File: src/rtl/crc32_byte_engine.sv
// Byte-serial CRC-32 accumulator: folds one byte per clock through an external
// 256-entry reflected CRC-32 lookup table and presents the finished CRC on valid/ready.
module crc32_byte_engine #(
  parameter logic [31:0] INIT   = 32'hFFFFFFFF,
  parameter logic [31:0] XOROUT = 32'hFFFFFFFF
) (
  input  logic        clk,
  input  logic        rstn,
  input  logic        in_valid,
  output logic        in_ready,
  input  logic [31:0] in_data,
  input  logic        in_last,
  input  logic [1:0]  in_nbytes,
  output logic [31:0] tab_addr,
  input  logic [31:0] tab_rdata,
  output logic        out_valid,
  input  logic        out_ready,
  output logic [31:0] out_crc
);

  typedef enum logic [1:0] {IDLE, RUN, DONE} state_t;

  state_t      state;
  logic [31:0] crc_reg;
  logic [31:0] word_reg;
  logic [1:0]  byte_idx;
  logic [1:0]  last_idx;
  logic        last_flag;

  logic [7:0]  cur_byte;
  logic        at_last_byte;
  logic        accept;

  assign cur_byte     = word_reg[{byte_idx, 3'b000} +: 8];
  assign at_last_byte = (byte_idx == last_idx);

  // A new word may be taken while the final byte of a non-final word is folded,
  // which keeps back-to-back words gapless.
  assign in_ready  = (state == IDLE) | ((state == RUN) & at_last_byte & ~last_flag);
  assign accept    = in_valid & in_ready;

  assign tab_addr  = (state == RUN) ? {24'b0, crc_reg[7:0] ^ cur_byte} : 32'b0;
  assign out_valid = (state == DONE);
  assign out_crc   = crc_reg ^ XOROUT;

  always_ff @(posedge clk or negedge rstn) begin
    if (!rstn) begin
      state     <= IDLE;
      crc_reg   <= INIT;
      word_reg  <= 32'b0;
      byte_idx  <= 2'd0;
      last_idx  <= 2'd0;
      last_flag <= 1'b0;
    end else begin
      if (accept) begin
        word_reg  <= in_data;
        byte_idx  <= 2'd0;
        last_flag <= in_last;
        last_idx  <= in_last ? in_nbytes : 2'd3;
      end
      case (state)
        IDLE: begin
          // crc_reg is deliberately left alone here: a message may still be open.
          if (accept) state <= RUN;
        end
        RUN: begin
          crc_reg <= {8'b0, crc_reg[31:8]} ^ tab_rdata;
          if (!at_last_byte)  byte_idx <= byte_idx + 2'd1;
          else if (last_flag) state    <= DONE;
          else if (!accept)   state    <= IDLE;
        end
        DONE: begin
          if (out_ready) begin
            state   <= IDLE;
            crc_reg <= INIT;
          end
        end
        default: state <= IDLE;
      endcase
    end
  end

endmodule
File: config.mk
export PLATFORM = sky130hd
export DESIGN_NAME = crc32_byte_engine
export DESIGN_NICKNAME = d
export VERILOG_FILES = /design/src/rtl/crc32_byte_engine.sv
export SDC_FILE = /design/constraint.sdc
export NUM_CORES = 1
export LEC_CHECK = 0
export CAP_MARGIN = 20
export CORE_ASPECT_RATIO = 0.5
export CORE_MARGIN = 1.5
export CORE_UTILIZATION = 45
export DETAILED_ROUTE_END_ITERATION = 16
export PLACE_DENSITY = 0.81
export SLEW_MARGIN = 20
export SYNTH_ARGS = -nofsm -noshare
export SYNTH_HDL_FRONTEND = slang
export SYNTH_SLANG_ARGS = --single-unit
File: constraint.sdc
create_clock -name clk -period 2.6 [get_ports clk]
set_clock_uncertainty 0.15 [all_clocks]
set_input_delay 0.52 -clock clk [delete_from_list [all_inputs] [get_ports clk]]
set_output_delay 0.52 -clock clk [all_outputs]
set_load 0.05 [all_outputs]
-- After elaboration in Yosys (flattened, before gate mapping)
Index checks and enable logic that the tools add are counted.
Widths: inputs -> output; s select.
- latch bits: 0
- word-level logic and storage cells: 40
- bits in registers: 71
- bits in read-only memories: 0
- bits of input ports: 71
- memories: 0
- output and inout bits: 66
- bits in writable memories: 0
- bitwise logic cells: 8
- multipliers: 0
- shift operators: 1
- $add $sub $neg: 1
- divide/modulo/power cells: 0
- $lt $le $gt $ge: 0
- mux-type cells: 13
- eq/ne operators: 7
- reductions and logical operators: 4
- operators with widths (cell ; number):
    $pmux 32 s2 ; 1
    $mux 32 ; 1
    $not 32->32 ; 1
    $shiftx 32x6->8 ; 1
    $xor 24x32->32 ; 1
    $mux 2 ; 9
    $mux 8 ; 1
    $xor 8x8->8 ; 1
    $pmux 2 s3 ; 1
    $ne 2x2->1 const B ; 2
    $reduce_and 4->1 ; 1
    $and 1x1->1 ; 3
    $ne 3x3->1 const B ; 1
    $add 2x1->2 const B ; 1
    $eq 2x1->1 const B ; 1
    $eq 2x2->1 ; 1
    $eq 2x2->1 const B ; 1
    $logic_not 2->1 ; 1
    $ne 2x1->1 const B ; 1
    $reduce_and 2->1 ; 1
    $reduce_bool 2->1 ; 1
    $not 1->1 ; 1
    $or 1x1->1 ; 1

-- Logic depth before layout (Yosys ltp)
Gate-level depths: netlist of the first run.
- depth after elaboration: 9
- gate-level depth with buffers: 6
- gate-level depth less buffers: 4

-- Worst setup path before layout of the first run
No wires, ideal clock.
- path type: register -> output
- start: register byte_idx[0]
- end: output tab_addr[1]
- arrival: 1.985 ns
- stages on the path, launching flop included: 5
- required time: 1.930 ns
- path buffers: 1
- slack: -0.055 ns
- cell sequence: dfrtp_1 -> buf_2 -> mux4_2 -> xnor2_1 -> nor2_1
- cells in the longest elaborated chain, start to end: 3
- ends and longest elaborated chain (what ; line ; text):
    start: declaration ; 26 ; logic [1:0] byte_idx;
    start signal: assignment ; 68 ; if (!at_last_byte) byte_idx <= byte_idx + 2'd1;
    $shiftx 32x6->8 ; 34 ; assign cur_byte = word_reg[{byte_idx, 3'b000} +: 8];
    $xor 8x8->8 ; 42 ; assign tab_addr = (state == RUN) ? {24'b0, crc_reg[7:0] ^ cur_byte} : 32'b0;
    $mux 8 ; 42 ;
    end: declaration ; 14 ; output logic [31:0] tab_addr,
No other way between the ends.

-- Worst setup path in the final report of the first run
- start: register byte_idx[0]
- end: output tab_addr[0]
Same word-level chain as after synthesis.

==> impl_results.md, run 1 <==
* Die Y at 66.9 microns
* Initial Util at 46.2%
* DRC violations left at 0
* Max Buffers Root-to-Sink at 2
* Count of input and output buffers at 112
* Final RePlAce weighted congestion at 0.836
* Critical path arrival at 1.84 ns
* Slew Limit Headroom at 61.7%
* Fin Setup TNS at 0 ns
* CP Class: flop to primary output
* Via density at 4.68
* RSZ-0062 raised after global routing: yes
* Outcome: completed
* All-Layer GR Usage at 21.0%
* DRT iter0 DRCs at 157
* Netlist cell types at 31
* Share of cells above drive strength 1 at 27.9%
* Mapped Avg Cell Area at 11.8 sq um
* Max Cap Viol at 0
* Top post-synthesis cells by area: dfrtp_1 (27%), dfstp_2 (23%), mux2_4 (12%)
* Hold_buf cts at 0
* Clock buffer count from CTS at 9
* Total Wirelength at 8.24 mm
* Nature of the critical path endpoint: primary output
* Fmax at 399 MHz
* Antenna violations before repair at 0
* Mapped Cells at 312
* Synth warnings at 0
* Required time of the critical path at 1.93 ns
* Synth async-reset ratio at 100%
* CP Max Fanout at 8
* Avg WL per Cell at 15.0 microns
* Pin count of the biggest net entering global routing at 33
* Crit-path max cell delay at 0.54 ns
* Vias in the first global route at 2545
* Fin nets at 504
* Final Slew Violations at 0
* Setup violators final at 0
* Antenna viol nets, final at 0
* Seq cells post-synth at 71
* Crit-path leading delay family: multiplexers
* Share of the synthesized area in the top cell type at 26.5%
* Sequential area share after synthesis at 49.4%
* Fin crit share at 96.5%
* Slew @ Worst Pin at 0.574 ns
* Htree depth at 3
* Area growth from synthesis to layout at 44.4%
* Clk_lat worst skew at 0.34 ns
* Die Width at 131 microns
* Antenna Diode Count at 0
* CTS root buf: clkbuf_16
* Clk slew on worst S/H paths at 0.05 ns
* Die Area at 0.00876 sq mm
* Cell taking the most area after synthesis: dfrtp_1
* Number of synthesized flops with an enable pin at 0
* Detailed placement HPWL at 6.02 mm
* Worst Hold Class: primary input to async pin
* CP max-delay cell: mux4_2
* Final Hold Vio Count at 0
* Tmin final at 2.51 ns
* Vias at 2571
* First-pass GRT wire length at 13.3 mm
* I/O pin cnt at 137
* Type of origin of the critical path: flop
* TritonCTS clock tree: done
* CTS sink cnt at 71
* Worst path buffer plus inverter count at 2
* Synth Cell Area at 0.00368 sq mm
* Top FF cell, synth: dfrtp_1
* CORE AREA at 0.00797 sq mm
* CP Cell Sequence: buf_4, mux4_2, xnor2_1, nor2_2, buf_12
* Drt pass-1 iters at 4
* Gr ovfl total at 0
* Row count at 23
-- synthesized netlist by cell type, drive strengths merged, types with 2 or more instances --
master	n
buf	33
a21oi	27
o31ai	2
clkbuf	5
mux2i	3
mux4	8
inv	34
xor2	2
dfstp	32
nor2	33
nand2b	3
nand2	5
mux2	32
dfrtp	39
o22a	8
xnor2	32
nor2b	6
-- cell families (layout without fill, tap and decap cells) --
group	after synthesis	count (layout)	share of synthesized area (%)
other	1	24	0.102
AND/OR/NAND/NOR	49	49	5.95
AO/OA/AOI/OAI	42	42	7.45
flip-flops	71	71	49.4
multiplexers	43	43	18.5
buffers and inverters	72	174	10.6
XOR/XNOR	34	34	8.09
-- routing by layer --
| metal | vias to the layer above | global-route usage, % | share of wire [%] | wire length [microns] |
|---|---|---|---|---|
| met3 | 10 | 5.78 | 3.9 | 321 |
| met2 | 75 | 34.7 | 50 | 4120 |
| met5 | - | 0 | 0 | 0 |
| li1 | 1212 | - | - | - |
| met1 | 1274 | 26.6 | 45 | 3690 |
| met4 | 0 | 7.55 | 1.3 | 103 |
-- layout make-up --
cell class	instances	area (sq um)
clock buffers	11	243
clock inverters	4	70.1
fillers	588	2660
inverters	34	128
multi-input cells	192	1580
flip-flops and latches	71	1820
well taps	112	140
repair buffers	125	1330
-- path summary, 6_finish.rpt --
check	cells after the start	slack [ns]	start	to
worst max-delay path	5	0.09	byte_idx[0]	tab_addr[0]
worst min-delay path	1	0.04	rstn	word_reg[5]
max in group asynchronous	2	1.56	rstn	crc_reg[8]
worst min register to register	1	0.36	word_reg[4]	word_reg[4]
min in group clk	1	0.36	word_reg[4]	word_reg[4]
worst max register to register	7	0.45	byte_idx[0]	word_reg[7]
-- per-stage QoR --
| stage | hold slack, ns | utilization [%] | setup slack (ns) | instance area, sq um | std cells |
|---|---|---|---|---|---|
| detailed placement | 0.347 | 62.4 | 0.384 | 4980 | 532 |
| global route | 0.0700 | 66.6 | -0.0139 | 5310 | 549 |
| global placement | 0.342 | 62.4 | 0.405 | 4980 | 532 |
| finish | 0.0402 | 66.6 | 0.0909 | 5310 | 549 |
| floorplan | 0.0744 | - | 0.135 | 3780 | 335 |
| CTS | 0.0452 | 66.3 | 0.0163 | 5290 | 547 |
-- cell usage in the layout, fill, tap and decap left out, drive strengths merged, types with 2 or more instances in the layout --
cell type,instances
dfstp,32
xnor2,32
nor2b,6
o31ai,2
mux2,32
buf,23
nand2b,3
conb,24
clkdlybuf4s50,101
xor2,2
nand2,5
clkbuf,11
nor2,33
inv,34
bufinv,2
a21oi,27
mux2i,3
mux4,8
o22a,8
dfrtp,39
clkinv,2
-- what timing repair did --
item / in CTS / in global routing
endpoints found under the hold margin: 0 / 0
gates resized for setup: 0 / 4
setup buffers: 0 / 2
endpoints found under the setup margin: 0 / 4
-- worst reg2reg max path, cell delays in order, from the launching register on --
cell and delay [ns]:
dfrtp_1 0.37, buf_4 0.17, xor2_1 0.31, o31ai_4 0.13
buf_4 0.16, nand2_4 0.12, buf_12 0.25, mux2_2 0.37
Power of run 1 is not shown: default switching activity piles up to over one toggle a cycle in this logic, so the estimate is an artifact.
==> inputs of run 2 (changes only) <==
ABC_CLOCK_PERIOD_IN_PS = 2600   (was unset)
==> results of run 2 <==
Same layout as run 1: the final DEF is identical, and so are final timing and power.
Power of run 2 is left out for the same reason.
==> patch: new RTL, flow settings as in run 1 <==
Reset style: synchronous (`rstn`), changed in one clocked block.
--- a/src/rtl/crc32_byte_engine.sv
+++ b/src/rtl/crc32_byte_engine.sv
@@ -43,7 +43,7 @@
   assign out_valid = (state == DONE);
   assign out_crc   = crc_reg ^ XOROUT;
 
-  always_ff @(posedge clk or negedge rstn) begin
+  always_ff @(posedge clk) begin
     if (!rstn) begin
       state     <= IDLE;
       crc_reg   <= INIT;
Formal check against the unedited RTL: differs if rstn is asserted again (counterexample within 4 cycles, from zero or initial values and one cycle with rstn low); with rstn held inactive, the same outputs for 10 cycles.
==> patch against run 1 <==
Global-route usage increased by 0.74 points. Setup slack got worse by 6.8 ps. Final cell count increased by 10%. Synthesized cell count increased by 29%. Area after synthesis decreased by 9.0%. Design area decreased by 9.2%. Critical path depth unchanged. Sequential cell count unchanged. Worst hold slack improved by 260 ps. Wire length decreased by 2.0%. Critical endpoint is now tab_addr[2].
==> patch: results (changes against run 1) <==
[timing]
holdWs_ps=304.6  ; was 40.21 ps
relSlewSlack=0.3368  ; was 0.6171

[global_route]
grt_pass1_vias=2833  ; was 2,545
grt_max_degree=40  ; was 33
antenna_found_initial=0  ; unchanged
grt_pass1_wl_um=13720  ; was 13,320 µm
grtUsageTotal=0.2171  ; was 0.2097

[min_path]
whs_endpoint=word_reg[26]$_SDFFE_PN0P_
min_path_cells=2
hp-class=register to register  ; was input pin to asynchronous set/reset pin

[critical_path]
worst-path-max-fanout=6  ; was 8
cp.arrival_ps=1850
r2r_setup_slack_ps=380  ; was 450 ps
timing.rr.start=last_idx[1]$_SDFFE_PN0P_  ; was byte_idx[0]$_DFF_PN0_
startpoint=byte_idx[1]$_SDFF_PN0_  ; was byte_idx[0]$_DFF_PN0_
cpPeakStageDelay_ps=530
worstRegToRegCells=5  ; was 7
reg2reg_to=word_reg[1]$_SDFFE_PN0P_  ; was word_reg[7]$_DFFE_PN0P_

[placed_design]
finalWeightedCongestion=0.7807  ; was 0.8356
io_buffers=112  ; unchanged
dp_hpwl_um=5912  ; was 6020 µm
place_area_um2=4541  ; was 4976 µm²

[finish]
fillers=546  ; was 588
n_all_inverters=37  ; was 34
comb.multi_input.count=266  ; was 192
nNonClkBuffers=124  ; was 125
final_layout_size_suffix_gt1_frac=0.09766  ; was 0.2792
final_nets=580  ; was 504
signal_buffer_area_fraction=0.2675  ; was 0.2506
nClkBuffers=13  ; was 11
clkCellAreaFrac=0.05501  ; was 0.05888
seq_area_um2=1424  ; was 1818 µm²
multi_input_area_share=0.3295  ; was 0.2979

[die]
die_w_um=125.0  ; was 130.9 µm

[clock_network]
cts_root_buffer=clkbuf_16  ; unchanged
insertion_delay_ps=320  ; was 340 ps
htreeDepth=3  ; unchanged
clkTransAtPathRegs_ps=50  ; about the same
numCtsBuffers=9  ; unchanged

[pwr]
ir_drop_mv=0.3826
switchingPower_mw=1.060

[logic_synthesis]
synthTopCellsByArea=dfxtp_1 42%, nand2_1 7.6%, xor2_1 6.8%, o22ai_1 6.0%, buf_4 5.6%  ; was dfrtp_1 27%, dfstp_2 23%, mux2_4 12%, xnor2_1 7.6%, buf_4 4.9%
muxShareOfSynthArea=0.05979  ; was 0.1846
synthArstFlopShare=0  ; was 1.000
seq_area_frac_synth=0.4245  ; was 0.4937
yosys-top-cells-count=71 x dfxtp_1, 68 x nand2_1, 37 x inv_1, 34 x o21ai_0, 33 x nand3_1  ; was 39 x dfrtp_1, 34 x inv_1, 33 x nor2_1, 32 x dfstp_2, 32 x xnor2_1
synth-compound-area-share=0.1390  ; was 0.07446
synth_xor_area_frac=0.08894  ; was 0.08092

[drt]
drt_wl_total_um=8076  ; was 8238 µm
vias_per_cell=4.940  ; was 4.683
drt_iter0_drc=143  ; was 157

[run_status]
status=finished clean  ; unchanged

patch: cell count changes after synthesis, sizes merged, moves of 33 or more:
cell	run 1	this run
nand3	0	33
nand2	5	68
dfxtp	0	71
dfrtp	39	0
o21ai	1	34
patch: worst register-to-register path, stage by stage (launching register included):
cell and delay (ps):
dfxtp_1 330, xor2_1 230, o41ai_4 940, buf_4 320, nand3_1 80, o21ai_0 90
patch: per-layer routing:
layer | vias to the layer above | GRT usage | routed length, µm
met1 | 1351 | 0.2809 | 3650
li1 | 1504 | - | -
met3 | 14 | 0.06198 | 490
met5 | - | 0 | 0
met4 | 0 | 0.07670 | 119
met2 | 115 | 0.3504 | 3816
patch: per-stage QoR:
stage | cells | worst slack (ps) | util
after detailed placement | 590 | -16.18 | 0.6546
after CTS | 604 | 45.82 | 0.6941
after floorplan | 426 | 8.510 | -
after global routing | 604 | 17.17 | 0.6952
final | 604 | 84.06 | 0.6952
after global placement | 590 | -5.021 | 0.6546
patch: worst max-delay path by stage:
stage	slack [ps]	depth (start not counted)	endpoint
global placement	-5	6	word_reg[0]$_SDFFE_PN0P_
finish	80	5	tab_addr[2]
global route	20	5	tab_addr[2]
CTS	50	5	tab_addr[2]
floorplan	9	4	tab_addr[1]
detailed placement	-20	6	word_reg[3]$_SDFFE_PN0P_
patch: power by group through the flow:
stage | Sequential (mW) | Clock [mW] | Combinational (mW)
floorplan | 1.27 | 0 | 0.667
global placement | 1.30 | 0 | 0.960
detailed placement | 1.30 | 0 | 0.972
CTS | 1.28 | 1.12 | 0.978
global route | 1.29 | 1.18 | 1.05
finish | 1.28 | 1.09 | 0.976
patch: timing repair:
item                                    in CTS  in global routing
resized for setup                            4                  3
cloned                                       0                  0
hold buffers                                 0                  0
pin swaps                                    1                  1
buffers inserted                             0                  0
endpoints found under the setup margin       3                  3
